`src/rtl/ram_arbiter.sv`:
```
// ram_arbiter: two-requester arbiter in front of a single-port synchronous RAM.
// Requester 0 is the CPU bus side, requester 1 the game/display engine.
// One transaction at a time: IDLE samples and latches the winner, ISSUE drives
// the RAM, and RDATA (reads only) captures the RAM output.
// Timing seen by a requester (cycle n = the IDLE cycle its request is sampled):
//   n+1 : ISSUE, ram_addr/ram_we/ram_data_in driven
//   n+2 : gnt pulse (registered out of ISSUE)
//   n+3 : rvalid pulse with m_rdata (reads only, registered out of RDATA)
// Optional build macro: RAM_ARB_CPU_PRIORITY_EN -- requester 0 wins every
// contention; otherwise contention is resolved round-robin via last_gnt.
module ram_arbiter #(
  parameter int unsigned AW = 10,
  parameter int unsigned DW = 32
) (
  input  logic          clk,
  input  logic          rst,
  input  logic          m0_req,
  input  logic          m0_we,
  input  logic [AW-1:0] m0_addr,
  input  logic [DW-1:0] m0_wdata,
  output logic          m0_gnt,
  output logic          m0_rvalid,
  input  logic          m1_req,
  input  logic          m1_we,
  input  logic [AW-1:0] m1_addr,
  input  logic [DW-1:0] m1_wdata,
  output logic          m1_gnt,
  output logic          m1_rvalid,
  output logic [DW-1:0] m_rdata,
  output logic [AW-1:0] ram_addr,
  output logic          ram_we,
  output logic [DW-1:0] ram_data_in,
  input  logic [DW-1:0] ram_data_out
);

  typedef enum logic [1:0] {
    IDLE  = 2'd0,
    ISSUE = 2'd1,
    RDATA = 2'd2
  } state_t;

  state_t        state_q, state_d;
  logic          id_q, id_d;
  logic          we_q, we_d;
  logic [AW-1:0] addr_q, addr_d;
  logic [DW-1:0] wdata_q, wdata_d;
  logic          last_gnt_q, last_gnt_d;
  logic [1:0]    gnt_q, gnt_d;
  logic [1:0]    rvalid_q, rvalid_d;
  logic [DW-1:0] rdata_q, rdata_d;

  logic          any_req;
  logic          win;

  // Winner selection, transaction latching and next-state decode
  always_comb begin
    any_req    = m0_req | m1_req;
    win        = 1'b0;
    state_d    = state_q;
    id_d       = id_q;
    we_d       = we_q;
    addr_d     = addr_q;
    wdata_d    = wdata_q;
    last_gnt_d = last_gnt_q;
    gnt_d      = '0;
    rvalid_d   = '0;
    rdata_d    = rdata_q;

    if (m0_req && m1_req) begin
`ifdef RAM_ARB_CPU_PRIORITY_EN
      win = 1'b0;
`else
      win = ~last_gnt_q;
`endif
    end else begin
      win = m1_req;
    end

    case (state_q)
      IDLE: begin
        if (any_req) begin
          id_d    = win;
          we_d    = win ? m1_we    : m0_we;
          addr_d  = win ? m1_addr  : m0_addr;
          wdata_d = win ? m1_wdata : m0_wdata;
          state_d = ISSUE;
        end
      end
      ISSUE: begin
        gnt_d[id_q] = 1'b1;
        last_gnt_d  = id_q;
        state_d     = we_q ? IDLE : RDATA;
      end
      RDATA: begin
        rvalid_d[id_q] = 1'b1;
        rdata_d        = ram_data_out;
        state_d        = IDLE;
      end
      default: state_d = IDLE;
    endcase
  end

  // State and output registers; reset aborts any transaction in flight
  always_ff @(posedge clk) begin
    if (rst) begin
      state_q    <= IDLE;
      id_q       <= 1'b0;
      we_q       <= 1'b0;
      addr_q     <= '0;
      wdata_q    <= '0;
      last_gnt_q <= 1'b1;
      gnt_q      <= '0;
      rvalid_q   <= '0;
      rdata_q    <= '0;
    end else begin
      state_q    <= state_d;
      id_q       <= id_d;
      we_q       <= we_d;
      addr_q     <= addr_d;
      wdata_q    <= wdata_d;
      last_gnt_q <= last_gnt_d;
      gnt_q      <= gnt_d;
      rvalid_q   <= rvalid_d;
      rdata_q    <= rdata_d;
    end
  end

  // RAM port is driven only in ISSUE and parked at zero otherwise
  always_comb begin
    ram_we      = (state_q == ISSUE) & we_q;
    ram_addr    = (state_q == ISSUE) ? addr_q  : '0;
    ram_data_in = (state_q == ISSUE) ? wdata_q : '0;
  end

  assign m0_gnt    = gnt_q[0];
  assign m1_gnt    = gnt_q[1];
  assign m0_rvalid = rvalid_q[0];
  assign m1_rvalid = rvalid_q[1];
  assign m_rdata   = rdata_q;

endmodule
```
`config.mk`:
```
export PLATFORM = sky130hd
export DESIGN_NAME = ram_arbiter
export DESIGN_NICKNAME = d
export VERILOG_FILES = /design/src/rtl/ram_arbiter.sv
export SDC_FILE = /design/constraint.sdc
export NUM_CORES = 1
export LEC_CHECK = 0
export ABC_AREA = 1
export BUFFER_PORTS_ARGS = -buffer_cell sky130_fd_sc_hd__buf_2
export CORE_MARGIN = 1
export CORE_UTILIZATION = 42
export DETAILED_ROUTE_END_ITERATION = 12
export GPL_ROUTABILITY_DRIVEN = 0
export PLACE_DENSITY = 0.77
export SLEW_MARGIN = 30
export SYNTH_ARGS = -nofsm -noshare
export SYNTH_HDL_FRONTEND = slang
export SYNTH_SLANG_ARGS = --single-unit
```
`constraint.sdc`:
```
create_clock -name clk -period 1.3 [get_ports clk]
set_clock_uncertainty 0.2 [all_clocks]
set_input_delay 0.26 -clock clk [delete_from_list [all_inputs] [get_ports clk]]
set_output_delay 0.26 -clock clk [all_outputs]
set_load 0.02 [all_outputs]
```
==> results.yml <==
die:
  start_util: 0.437
  fp.dieW_um: 101
  dieArea_mm2: 0.0101
  rows: 35
  fp.coreArea_mm2: 0.00933
  ios: 201
  dieHeight_um: 101
synth:
  synth_nets: 760
  synthMuxAreaShare: 0
  synth_top_area_cell: "dfxtp_1"
  syn_area_per_cell_um2: 6.39
  ys_ff_latch: 83
  synth_edf_count: 0
  synth_top_area_share: 0.407
  synth-main-ff-cell: "dfxtp_1"
  ys_warn_count: 0
  syn_area_mm2: 0.00408
  synth_compound_area_frac: 0.125
  synth_top_family_by_area: "simple AND/OR/NAND/NOR gates"
  synthAdderAreaFrac: 0
  synth-xor-area-share: 0
  synth_most_common_cell: "nor2_1"
  synthSimpleGateAreaFrac: 0.371
  ys_top_cells_by_count: "nor2_1, nand2_1, dfxtp_1"
  synthDistinctLibCells: 20
  syn_inst: 638
  synthArstFlopShare: 0
  seq_area_frac_synth: 0.407
  ys_top_cells_by_area: "dfxtp_1, nor2_1, nand2_1"
global_routing:
  grt_pass1_vias: 5169
  antenna_found_initial: 0
  grt_max_degree: 45
  grtUsageTotal: 0.305
  overflow: 0
  grt_pass1_wl_mm: 23.8
clock_tree:
  tritoncts: "built"
  clock_sinks: 83
  cts-htree-levels: 3
  clockBufferDepth: 2
  cts-buffers-inserted: 9
  cts_root_buf: "clkbuf_8"
  clkTransAtPathRegs_ns: 0.10
  clk_latency_ns: 0.36
setup_path:
  path_delay_family: "buffers and inverters"
  critPathMaxStageDelay_ns: 0.36
  start_kind: "flip-flop"
  crit_fanout: 8
  worstPathCellList: "inv_4 > buf_4 > buf_6 > buf_6 > nor2_4 > buf_6 > buf_12 > o21ai_4 > nor2_1"
  crit_top_cell: "buf_6"
  timing_worst_setup_path_type: "reg -> reg"
  cpMaxStageDelayCell: "dfxtp_2"
  cp-end-kind: "flip-flop"
  cp.arrival_ns: 1.85
  worstPathRequired_ns: 1.37
  crit_buf_inv: 6
placement:
  portBuffers: 200
  dp_hpwl_mm: 8.30
  place_ws_ns: -0.197
timing:
  worst_pin_slew_ns: 0.338
  setup_tns_ns: -44.73
  layout_setup_ws_ns: -0.474
  final.period_utilization: 1.36
  finalSetupViolCount: 140
  drv_slew: 0
  slew_headroom: 0.772
  period_needed_ns: 1.77
  rsz0062_at_grt: "yes"
  fmax_ghz: 0.564
  timing.final.hold_violations: 0
finish:
  fin_util: 0.858
  layout-drive-gt1-share: 0.542
  n_fill_cell: 509
  nets: 1034
  antenna_cells: 0
  area_delta_synth_final_pct: 96.2
pwr:
  cellPowerDensity_mw_per_mm2: 979
  ir_worst_vdd_v: 0.000575
  p_leak_nw: 3.67
hold_path:
  holdCritPathClass: "in -> reg"
status:
  status: "complete, but fails checks"
  violations: "setup timing"
route:
  vias: 5411
  antenna_left: 0
  wl_mm: 18.2
  dr.pass1.iters: 5
  drt_iter0_drc: 250
  drc: 0
  via_per_inst: 5.17
  routedWlPerCell_um: 17.4
flow_run:
  drv_cap: 0
==> layout by cell type (no fill, tap or decap), types with 23 or more instances in the layout <==
cell type | netlist | final
buf_6 | 2 | 89
dlygate4sd3_1 | 0 | 33
inv_1 | 47 | 45
dfxtp_1 | 83 | 47
nor2_4 | 1 | 61
nor2_1 | 202 | 102
dfxtp_2 | 0 | 31
buf_2 | 14 | 121
nand2_1 | 133 | 105
buf_4 | 3 | 41
a21boi_1 | 23 | 23
nor2_2 | 1 | 41
nand3_1 | 44 | 43
==> routing by layer <==
layer / wire length, um / track usage / part of all wire
met2: 9580 / 0.579 / 0.53
met3: 1330 / 0.0631 / 0.073
met5: 0 / 0 / 0
met1: 6390 / 0.315 / 0.35
met4: 901 / 0.154 / 0.050
==> cell families (layout without fill, tap and decap cells) <==
group / Yosys count / in the layout
buf+inv: 93 / 372
flops: 83 / 83
compound gates: 78 / 78
simple gates: 384 / 384
==> repair_timing <==
item | CTS | global route
setup buffers | 28 | 18
gates resized for setup | 264 | 178
cloned | 11 | 1
hold buffers | 33 | 0
pin swaps | 29 | 63
hold endpoints to repair | 35 | 0
endpoints found under the setup margin | 155 | 158
==> path summary, 6_finish.rpt <==
path / cells past startpoint / slack (ns) / to / start
worst max-delay path: 9 / -0.47 / m_rdata[0] / state_q[1]
worst min-delay path: 3 / 0.02 / last_gnt_q / rst
worst max register to register: 9 / -0.47 / m_rdata[0] / state_q[1]
worst min register to register: 1 / 0.27 / state_q[1] / we_q
==> power by group <==
| part | leakage [nW] | switching [mW] | total, mW | internal [mW] |
|---|---|---|---|---|
| clock network | 0.0957 | 1.03 | 1.97 | 0.949 |
| registers | 0.701 | 0.124 | 2.91 | 2.79 |
| logic | 2.87 | 1.62 | 2.94 | 1.32 |
| total | 3.67 | 2.77 | 7.83 | 5.06 |
==> state kept, by name, summed over array words and instances, names as in the netlist <==
| name | flops |
|---|---|
| id_q | 1 |
| last_gnt_q | 1 |
| rvalid_q | 2 |
| wdata_q | 32 |
| state_q | 2 |
| gnt_q | 2 |
| addr_q | 10 |
| m_rdata | 32 |
| we_q | 1 |
==> layout make-up <==
class	count	area, um2	area share
multi-input combinational	462	2950	0.368
sequential	83	1720	0.215
clock inverter	5	62.6	0.00782
inverter	48	199	0.0249
timing repair buffer	307	2750	0.344
clock buffer	11	141	0.0177
tap	129	161	0.0202
timing repair inverter	1	20.0	0.00250
==> worst reg2reg max path: cells and delay by family (launching register included) <==
kind	cells	cell delay, ns
compound gates	1	0.07
simple gates	2	0.37
buf+inv	6	0.70
flops	1	0.36
==> metrics by stage <==
step | cells | total power, mW | area (um2) | hold slack [ns]
5_1_grt | 1046 | 8.14 | 8000 | 0.0134
6_report | 1046 | 7.83 | 8000 | 0.0207
3_5_place_dp | 947 | 4.82 | 5660 | 0.247
4_1_cts | 1035 | 7.37 | 7360 | 0.00656
3_3_place_gp | 947 | 4.76 | 5660 | 0.240
2_1_floorplan | 638 | 4.22 | 4470 | 0.125
Power figures use the tool's default switching activity.
